$ cat config.mk
export PLATFORM = sky130hd
export DESIGN_NAME = fetch_unit_flat
export DESIGN_NICKNAME = d
export VERILOG_FILES = /design/src/rtl/fetch_unit_pkg.sv /design/src/rtl/fetch_unit_if.sv /design/src/rtl/fetch_unit_sync_fifo.sv /design/src/rtl/fetch_unit.sv /design/src/flat_wrapper.sv
export SDC_FILE = /design/constraint.sdc
export NUM_CORES = 1
export LEC_CHECK = 0
export BUFFER_PORTS_ARGS = -buffer_cell sky130_fd_sc_hd__buf_2
export CAP_MARGIN = 40
export CORE_MARGIN = 8
export CORE_UTILIZATION = 55
export CTS_CLUSTER_DIAMETER = 80
export DETAILED_ROUTE_END_ITERATION = 10
export PLACE_DENSITY = 0.76
export SLEW_MARGIN = 0
export SYNTH_ARGS = -nofsm -noshare
export SYNTH_HDL_FRONTEND = slang
export SYNTH_SLANG_ARGS = --single-unit
export TNS_END_PERCENT = 1
$ cat constraint.sdc
create_clock -name clk -period 3.95 [get_ports clk]
set_input_delay 0.1975 -clock clk [delete_from_list [all_inputs] [get_ports clk]]
set_output_delay 0.1975 -clock clk [all_outputs]
set_load 0.005 [all_outputs]
$ cat src/rtl/fetch_unit_pkg.sv
// Shared pipeline defines: datapath width and sequential instruction step.
package fetch_unit_pkg;
  localparam int XLEN       = 32;
  localparam int INSTR_STEP = 4;

  function automatic int cnt_width(input int depth);
    return $clog2(depth) + 1;
  endfunction
endpackage

$ cat src/rtl/fetch_unit_if.sv
// Fetch unit bundle: instruction-memory request/response, redirect and IF->ID handoff.
interface fetch_unit_if #(parameter int WORD_WIDTH = fetch_unit_pkg::XLEN);
  logic                  imem_req;
  logic [WORD_WIDTH-1:0] imem_addr;
  logic                  imem_rvalid;
  logic [WORD_WIDTH-1:0] imem_rdata;
  logic                  redirect_valid;
  logic [WORD_WIDTH-1:0] redirect_addr;
  logic                  id_ready;
  logic                  if_valid;
  logic [WORD_WIDTH-1:0] if_instr;
  logic [WORD_WIDTH-1:0] if_pc_nxt;

  modport master (
    output imem_req, imem_addr, if_valid, if_instr, if_pc_nxt,
    input  imem_rvalid, imem_rdata, redirect_valid, redirect_addr, id_ready
  );

  modport slave (
    input  imem_req, imem_addr, if_valid, if_instr, if_pc_nxt,
    output imem_rvalid, imem_rdata, redirect_valid, redirect_addr, id_ready
  );
endinterface

$ cat src/rtl/fetch_unit_sync_fifo.sv
// Synchronous FIFO with flush; registered storage, head visible the cycle after push.
// Push while full is accepted only together with a pop.
module sync_fifo #(
  parameter  int WIDTH = 8,
  parameter  int DEPTH = 4,
  localparam int AW    = $clog2(DEPTH)
) (
  input  logic             clk,
  input  logic             rst,
  input  logic             push_i,
  input  logic             pop_i,
  input  logic             flush_i,
  input  logic [WIDTH-1:0] wdata_i,
  output logic [WIDTH-1:0] rdata_o,
  output logic             full_o,
  output logic             empty_o,
  output logic [AW:0]      count_o
);
  localparam logic [AW:0] DEPTH_C = (AW+1)'(DEPTH);

  logic [WIDTH-1:0] mem_q [DEPTH];
  logic [AW-1:0]    wr_ptr_q, rd_ptr_q;
  logic [AW:0]      count_q;
  logic             do_push, do_pop;

  assign empty_o = (count_q == '0);
  assign full_o  = (count_q == DEPTH_C);
  assign count_o = count_q;
  assign rdata_o = mem_q[rd_ptr_q];

  assign do_pop  = pop_i && !empty_o && !flush_i;
  assign do_push = push_i && !flush_i && (!full_o || do_pop);

  always_ff @(posedge clk or posedge rst) begin
    if (rst) begin
      wr_ptr_q <= '0;
      rd_ptr_q <= '0;
      count_q  <= '0;
    end else if (flush_i) begin
      wr_ptr_q <= '0;
      rd_ptr_q <= '0;
      count_q  <= '0;
    end else begin
      if (do_push) wr_ptr_q <= wr_ptr_q + 1'b1;
      if (do_pop)  rd_ptr_q <= rd_ptr_q + 1'b1;
      case ({do_push, do_pop})
        2'b10:   count_q <= count_q + 1'b1;
        2'b01:   count_q <= count_q - 1'b1;
        default: ;
      endcase
    end
  end

  always_ff @(posedge clk) begin
    if (do_push) mem_q[wr_ptr_q] <= wdata_i;
  end
endmodule

$ cat src/rtl/fetch_unit.sv
// Credit-limited instruction prefetcher: PC, in-order response tracking, prefetch queue.
// Responses reach if_valid one cycle after imem_rvalid; redirect flushes and drops in-flight words.
module fetch_unit
  import fetch_unit_pkg::*;
#(
  parameter int                    WORD_WIDTH = XLEN,
  parameter int                    DEPTH      = 4,
  parameter logic [WORD_WIDTH-1:0] RESET_PC   = '0
) (
  input  logic         clk,
  input  logic         rst,
  fetch_unit_if.master fu
);
  localparam int                    CW      = cnt_width(DEPTH);
  localparam logic [CW:0]           DEPTH_C = (CW+1)'(DEPTH);
  localparam logic [WORD_WIDTH-1:0] STEP    = WORD_WIDTH'(INSTR_STEP);

  logic [WORD_WIDTH-1:0]   pc_q, pc_d;
  logic [WORD_WIDTH-1:0]   rsp_pc_q, rsp_pc_d;
  logic [CW-1:0]           outst_q, outst_d;
  logic [CW-1:0]           disc_q, disc_d;
  logic [CW-1:0]           fifo_count;
  logic [CW:0]             in_use;
  logic                    issue, rsp_drop, rsp_keep;
  logic                    fifo_push, fifo_pop, fifo_full, fifo_empty;
  logic [2*WORD_WIDTH-1:0] fifo_rdata;
  logic [WORD_WIDTH-1:0]   head_pc, head_instr;

  // Credit is taken from registered state only, so imem_req never sees rvalid/id_ready.
  assign in_use = {1'b0, fifo_count} + {1'b0, outst_q};
  assign issue  = !rst && !fu.redirect_valid && (in_use < DEPTH_C);

  assign rsp_drop  = fu.imem_rvalid && (fu.redirect_valid || disc_q != '0);
  assign rsp_keep  = fu.imem_rvalid && !rsp_drop;
  assign fifo_push = rsp_keep && (!fifo_full || fifo_pop);
  assign fifo_pop  = !fifo_empty && fu.id_ready && !fu.redirect_valid;

  assign fu.imem_req  = issue;
  assign fu.imem_addr = rst ? '0 : pc_q;

  assign {head_pc, head_instr} = fifo_rdata;
  assign fu.if_valid  = !fifo_empty;
  assign fu.if_instr  = fifo_empty ? '0 : head_instr;
  assign fu.if_pc_nxt = fifo_empty ? '0 : head_pc + STEP;

  // rsp_pc_q is the fetch address of the next response that will be kept.
  always_comb begin
    pc_d     = pc_q;
    rsp_pc_d = rsp_pc_q;
    outst_d  = outst_q;
    disc_d   = disc_q;
    if (issue) pc_d = pc_q + STEP;
    case ({issue, fu.imem_rvalid})
      2'b10:   outst_d = outst_q + 1'b1;
      2'b01:   outst_d = outst_q - 1'b1;
      default: ;
    endcase
    if (rsp_keep) rsp_pc_d = rsp_pc_q + STEP;
    else if (rsp_drop && disc_q != '0) disc_d = disc_q - 1'b1;
    if (fu.redirect_valid) begin
      pc_d     = fu.redirect_addr;
      rsp_pc_d = fu.redirect_addr;
      disc_d   = outst_d;
    end
  end

  always_ff @(posedge clk or posedge rst) begin
    if (rst) begin
      pc_q     <= RESET_PC;
      rsp_pc_q <= RESET_PC;
      outst_q  <= '0;
      disc_q   <= '0;
    end else begin
      pc_q     <= pc_d;
      rsp_pc_q <= rsp_pc_d;
      outst_q  <= outst_d;
      disc_q   <= disc_d;
    end
  end

  sync_fifo #(
    .WIDTH (2*WORD_WIDTH),
    .DEPTH (DEPTH)
  ) u_queue (
    .clk     (clk),
    .rst     (rst),
    .push_i  (fifo_push),
    .pop_i   (fifo_pop),
    .flush_i (fu.redirect_valid),
    .wdata_i ({rsp_pc_q, fu.imem_rdata}),
    .rdata_o (fifo_rdata),
    .full_o  (fifo_full),
    .empty_o (fifo_empty),
    .count_o (fifo_count)
  );
endmodule

$ cat src/flat_wrapper.sv
// flat-port wrapper written by rule: the top's interface ports become plain ports
module fetch_unit_flat import fetch_unit_pkg::*;
#(
  parameter int                    WORD_WIDTH = XLEN,
  parameter int                    DEPTH      = 4,
  parameter logic [WORD_WIDTH-1:0] RESET_PC   = '0
)
  (clk, rst, fu_imem_req, fu_imem_addr, fu_if_valid, fu_if_instr, fu_if_pc_nxt, fu_imem_rvalid, fu_imem_rdata, fu_redirect_valid, fu_redirect_addr, fu_id_ready);
  fetch_unit_if #(.WORD_WIDTH(WORD_WIDTH)) fu_i ();
  input  logic clk;
  input  logic rst;
  output wire logic [$bits(fu_i.imem_req)-1:0] fu_imem_req;
  output wire logic [$bits(fu_i.imem_addr)-1:0] fu_imem_addr;
  output wire logic [$bits(fu_i.if_valid)-1:0] fu_if_valid;
  output wire logic [$bits(fu_i.if_instr)-1:0] fu_if_instr;
  output wire logic [$bits(fu_i.if_pc_nxt)-1:0] fu_if_pc_nxt;
  input wire logic [$bits(fu_i.imem_rvalid)-1:0] fu_imem_rvalid;
  input wire logic [$bits(fu_i.imem_rdata)-1:0] fu_imem_rdata;
  input wire logic [$bits(fu_i.redirect_valid)-1:0] fu_redirect_valid;
  input wire logic [$bits(fu_i.redirect_addr)-1:0] fu_redirect_addr;
  input wire logic [$bits(fu_i.id_ready)-1:0] fu_id_ready;
  assign fu_imem_req = fu_i.imem_req;
  assign fu_imem_addr = fu_i.imem_addr;
  assign fu_if_valid = fu_i.if_valid;
  assign fu_if_instr = fu_i.if_instr;
  assign fu_if_pc_nxt = fu_i.if_pc_nxt;
  assign fu_i.imem_rvalid = fu_imem_rvalid;
  assign fu_i.imem_rdata = fu_imem_rdata;
  assign fu_i.redirect_valid = fu_redirect_valid;
  assign fu_i.redirect_addr = fu_redirect_addr;
  assign fu_i.id_ready = fu_id_ready;
  fetch_unit #(.WORD_WIDTH(WORD_WIDTH), .DEPTH(DEPTH), .RESET_PC(RESET_PC)) u_core (.clk(clk), .rst(rst), .fu(fu_i));
endmodule
**Word level (Yosys, flattened, before mapping)**

Memory sizes are Yosys's and may differ from the RTL's.
Cells that the tools add are included.

- $add $sub $neg: 11
- Multiply operators: 0
- Div/mod/pow operators: 0
- $lt $le $gt $ge: 1
- Eq/ne operators: 6
- Shift-type cells: 0
- Muxes and demuxes: 19
- Bitwise logic cells: 0
- Reductions and logical operators: 29

Operator list:

| kind | count |
|---|---|
| $mux 32 | 7 |
| $add 32x3->32 const B | 3 |
| $logic_and 1x1->1 | 12 |
| $mux 3 | 4 |
| $pmux 3 s2 | 2 |
| $reduce_bool 2->1 | 5 |
| $sub 3x1->3 const B | 3 |
| $mux 2 | 4 |
| $add 3x1->3 const B | 2 |
| $reduce_bool 3->1 | 2 |
| $logic_not 1->1 | 5 |
| $add 2x1->2 const B | 2 |
| $add 3x3->4 | 1 |
| $eq 2x1->1 const B | 2 |
| $eq 2x2->1 const B | 2 |
| $lt 4x3->1 const B | 1 |
| $eq 3x3->1 const B | 1 |
| $logic_not 3->1 | 1 |
| $logic_or 1x1->1 | 3 |
| $mux 1 | 2 |
| $ne 2x2->1 const B | 1 |
| $reduce_and 2->1 | 1 |

- Bits in registers: 77
- Bits in latches: 0
- Memory bits (writable): 256
- ROM bits: 0
- Input port bits: 69
- Output and inout bits: 98
- Word-level logic and storage cells: 74
- Memories: 1

Memory list:

| name | depth | width | read ports | clocked after memory_dff | write ports | RTL line | source |
|---|---|---|---|---|---|---|---|
| u_core.u_queue.mem_q | 4 | 64 | 1 | 0 | 1 | fetch_unit_sync_fifo.sv:21 | `logic [WIDTH-1:0] mem_q [DEPTH];` |

**Longest topological paths before layout**

- Depth after elaboration: 11
- Depth in mapped cells: 13
- Mapped depth without buffers: 11

**By module**

Synthesis repeated with hierarchy kept, for this count alone.

- Cell total of the unflattened synthesis: 1074
- Area, all modules: 15235.9 um^2

By module, submodules not included:

| module | instances | cells each | area each (um^2) | sequential area each (um^2) |
|---|---|---|---|---|
| sync_fifo | 1 | 397 | 9766.9 | 7862.5 |
| fetch_unit | 1 | 677 | 5469.0 | 1751.7 |

**Worst setup path after synthesis**

No wires, ideal clock.

- Path kind: reg-to-reg
- Start point: register u_core.disc_q[0]
- End point: memory u_core.u_queue.mem_q[1][0] (netlist name), enable pin
- Setup time: 429 ps
- Arrival time: 2973 ps
- Required time: 3521 ps
- Slack: 549 ps
- Cell stages (with the launch flop): 6
- Path buffers: 0
- Clock period less this slack: 3401 ps
- Cell sequence: dfrtp_1 inv_1 ha_1 nand3b_1 a311oi_1 and2_1

- Cells in the longest elaborated chain, start to end: 10

RTL lines:

| what | RTL line | source |
|---|---|---|
| start: declaration | fetch_unit.sv:21 | `logic [CW-1:0] disc_q, disc_d;` |
| start signal: assignment | fetch_unit.sv:77 | `disc_q <= disc_d;` |
| $reduce_bool 3->1 | fetch_unit.sv:33 | `assign rsp_drop = fu.imem_rvalid && (fu.redirect_valid \|\| disc_q != '0);` |
| $logic_or 1x1->1 | fetch_unit.sv:33 |  |
| $logic_and 1x1->1 | fetch_unit.sv:33 |  |
| $logic_not 1->1 | fetch_unit.sv:34 | `assign rsp_keep = fu.imem_rvalid && !rsp_drop;` |
| $logic_and 1x1->1 | fetch_unit.sv:34 |  |
| $logic_and 1x1->1 | fetch_unit.sv:35 | `assign fifo_push = rsp_keep && (!fifo_full \|\| fifo_pop);` |
| $logic_and 1x1->1 (2 in series) | fetch_unit_sync_fifo.sv:32 | `assign do_push = push_i && !flush_i && (!full_o \|\| do_pop);` |
| $mux 1 | fetch_unit_sync_fifo.sv:55 | `if (do_push) mem_q[wr_ptr_q] <= wdata_i;` |
| $mux 1 (not written as such) | fetch_unit_sync_fifo.sv:55 |  |
| end: declaration | fetch_unit_sync_fifo.sv:21 |  |

Every way passes these cells.

**Worst setup path in the final report**

- Start point: register u_core.u_queue.rd_ptr_q[0]
- End point: output fu_if_pc_nxt[24]

- Cells in the longest elaborated chain, start to end: 3

RTL lines:

| what | RTL line | source |
|---|---|---|
| start: declaration | fetch_unit_sync_fifo.sv:22 | `logic [AW-1:0] wr_ptr_q, rd_ptr_q;` |
| start signal: assignment | fetch_unit_sync_fifo.sv:45 | `if (do_pop) rd_ptr_q <= rd_ptr_q + 1'b1;` |
| $mem_v2 4x64 | - |  |
| $add 32x3->32 | fetch_unit.sv:44 | `assign fu.if_pc_nxt = fifo_empty ? '0 : head_pc + STEP;` |
| $mux 32 | fetch_unit.sv:44 |  |
| end: declaration | flat_wrapper.sv:16 | `output wire logic [$bits(fu_i.if_pc_nxt)-1:0] fu_if_pc_nxt;` |

Every way passes these cells.

==> results.sh <==
export IMPL_grt_pass1_vias=9939
export IMPL_synth_cell_types=59
export IMPL_grtUsageMet1=0.281
export IMPL_stdcell_count=1641
export IMPL_fin_worst_hold_slack_ns=0.0184
export IMPL_muxShareOfSynthArea=0.107
export IMPL_viasPerCell=6.02
export IMPL_globalRouteMet2Util=0.336
export IMPL_grt_pass1_wl_um=54000
export IMPL_synth_simple_gate_area_share=0.119
export IMPL_hold_viol=0
export IMPL_dieArea_um2=32500
export IMPL_crit_fanout=17
export IMPL_synth_top_area_share=0.517
export IMPL_place_gp_congestion=0.861
export IMPL_num_rows=60
export IMPL_fmax_ghz=0.276
export IMPL_finalSetupTns_ns=0
export IMPL_critPathKind="flip-flop to output port"
export IMPL_synth_area_um2=14900
export IMPL_fin_area_um2=17800
export IMPL_synthXorXnorAreaFrac=0.0253
export IMPL_fin_crit_ns=3.62
export IMPL_final_common_cell="edfxtp_1"
export IMPL_synth_top_cell_by_area="edfxtp_1"
export IMPL_initial_core_util=0.556
export IMPL_placed_cells=1514
export IMPL_cp_required_ns=3.75
export IMPL_period_share=0.917
export IMPL_regToRegSetupSlack_ns=1.12
export IMPL_die_x_um=180
export IMPL_cts_tree="done"
export IMPL_gr_usage_all_layers=0.207
export IMPL_critPathLaunchType="flip-flop"
export IMPL_hold_class="input pin to flip-flop"
export IMPL_drt_iter0_drc=733
export IMPL_drive_gt1_frac=0.244
export IMPL_vias=9878
export IMPL_yosysSeqAreaShare=0.647
export IMPL_route_detailed_drc=0
export IMPL_synth_compound_area_share=0.0635
export IMPL_syn2layout_area_growth_pct=19.7
export IMPL_synth_top_family_by_area="simple AND/OR/NAND/NOR gates"
export IMPL_peakVddDrop_mv=0.278
export IMPL_crit_family="simple AND/OR/NAND/NOR gates"
export IMPL_wl_um=34100
export IMPL_synth_edf_count=256
export IMPL_layout_nets=1357
export IMPL_synth_nets=1121
export IMPL_htreeDepth=2
export IMPL_cts_made_buffers=35
export IMPL_ios=167
export IMPL_cts_setup_buffers=0
export IMPL_setup_viol=0
export IMPL_worst_setup_path_end_kind="output port"
export IMPL_drt_antenna_violating_nets=0
export IMPL_maxSlewHeadroom=0.399
export IMPL_clk_latency_ns=0.51
export IMPL_io_buffers=166
export IMPL_cpPeakStageDelay_ns=0.61
export IMPL_ys_warn_count=0
export IMPL_syn_area_per_cell_um2=14.3
export IMPL_skew_ns=0.0167
export IMPL_antenna_found_initial=1
export IMPL_worst_pin_slew_ns=0.894
export IMPL_path_clk_slew_ns=0.06
export IMPL_clk_path_buf_depth=3
export IMPL_grt_busiest_layer="met2"
export IMPL_total_power_mw=8.44
export IMPL_synthTopCellsByArea="edfxtp_1 (52%), dfrtp_1 (13%), mux4_2 (8.8%)"
export IMPL_overflow=0
export IMPL_num_antenna_cells=0
export IMPL_grtUsageMet3=0.0464
export IMPL_crit_chain="mux4_1, ha_1, nand4_2, or3_1, or4_4, mux2i_1, buf_2"
export IMPL_cts_root_buf="clkbuf_16"
export IMPL_async_reset_ff_frac=0.231
export IMPL_grt_start_max_net_pins=84
export IMPL_core_um2=26700
export IMPL_synth_adder_area_share=0.0128
export IMPL_rsz0062_at_grt="false"
export IMPL_slew_viol_final=0
export IMPL_first_pass_iters=5
export IMPL_yosys_register_bits=333
export IMPL_ys_flop_type="edfxtp_1"
export IMPL_place_area_um2=16100
export IMPL_cpMaxStageDelayCell="dfrtp_4"
export IMPL_synthCells=1038
export IMPL_crit_arrival_ns=3.42
export IMPL_maxCapViolCount=0
export IMPL_most_common_layout_cells="edfxtp_1 (256), buf_2 (166), nand2_1 (82), dfrtp_1 (75), dlygate4sd3_1 (64)"
export IMPL_numClockSinks=333
export IMPL_p_leak_nw=6.54
export IMPL_dp_hpwl_um=21500
export IMPL_wire_per_inst_um=20.8
export IMPL_status="complete, no violations"
export IMPL_die_h_um=180
export IMPL_p_per_area_nw_per_um2=474
export IMPL_cp_num_buf_inv=1
tightest hold or removal path: stages:
cell,delay [ns]
buf_2,0.09
nand2_1,0.11
o21ai_0,0.10
layout make-up:
cell class,count,area (µm²)
fillers,1862,8930
inverters,32,120
flip-flops and latches,333,9620
well taps,341,427
clock inverters,15,113
multi-input cells,620,4880
clock buffers,48,945
repair buffers,252,1700
cell families after synthesis:
family / count (synthesis)
fa+ha+maj: 14
buf+inv: 85
mux: 76
xor+xnor: 43
compound gates: 145
flops: 333
simple gates: 342
power breakdown:
group / switching [mW] / internal (mW)
Combinational: 0.652 / 0.540
Sequential: 0.210 / 4.01
Clock: 1.28 / 1.75
stage by stage:
stage / setup WS (ns) / util
after global placement: 0.931 / 0.602
final: 0.329 / 0.666
after global routing: 0.152 / 0.666
after detailed placement: 0.894 / 0.602
after floorplan: 0.549 / -
after CTS: 0.311 / 0.666
routing by layer:
metal	share of wire	wire (µm)
met4	0.016	546
met3	0.082	2780
met5	0.00029	10
met2	0.48	16200
met1	0.43	14500
registers in the layout, indices dropped and copies added (netlist names):
signal                   count
u_core.disc_q                3
u_core.outst_q               3
u_core.pc_q                 32
u_core.rsp_pc_q             32
u_core.u_queue.count_o       3
u_core.u_queue.mem_q       256
u_core.u_queue.rd_ptr_q      2
u_core.u_queue.wr_ptr_q      2
repair_timing:
item,in CTS,in global routing
hold buffers,64,0
endpoints found under the hold margin,201,0
gates resized for setup,0,0
cells in the mapped netlist, types with 23 or more instances:
master      n
nand3_1    38
nand2_1    82
nor2b_1    26
xnor2_1    26
nand4_1    23
inv_1      32
mux4_2     58
o21ai_0    56
clkbuf_1   32
edfxtp_1  256
and2_1     42
dfrtp_1    77
nor2_1     59
final timing paths:
check                                            from                  end  depth (start not counted)
setup / recovery           u_core.u_queue.rd_ptr_q[0]     fu_if_pc_nxt[24]                          7
hold / removal                    fu_redirect_addr[1]       u_core.pc_q[1]                          3
setup reg to reg            u_core.u_queue.count_o[2]     u_core.disc_q[1]                         10
hold reg to reg                       u_core.pc_q[31]      u_core.pc_q[31]                          1
max in group asynchronous                         rst  u_core.rsp_pc_q[19]                          4
min in group asynchronous                         rst       u_core.pc_q[0]                          3
No activity file was read; power rests on OpenSTA's default activity.
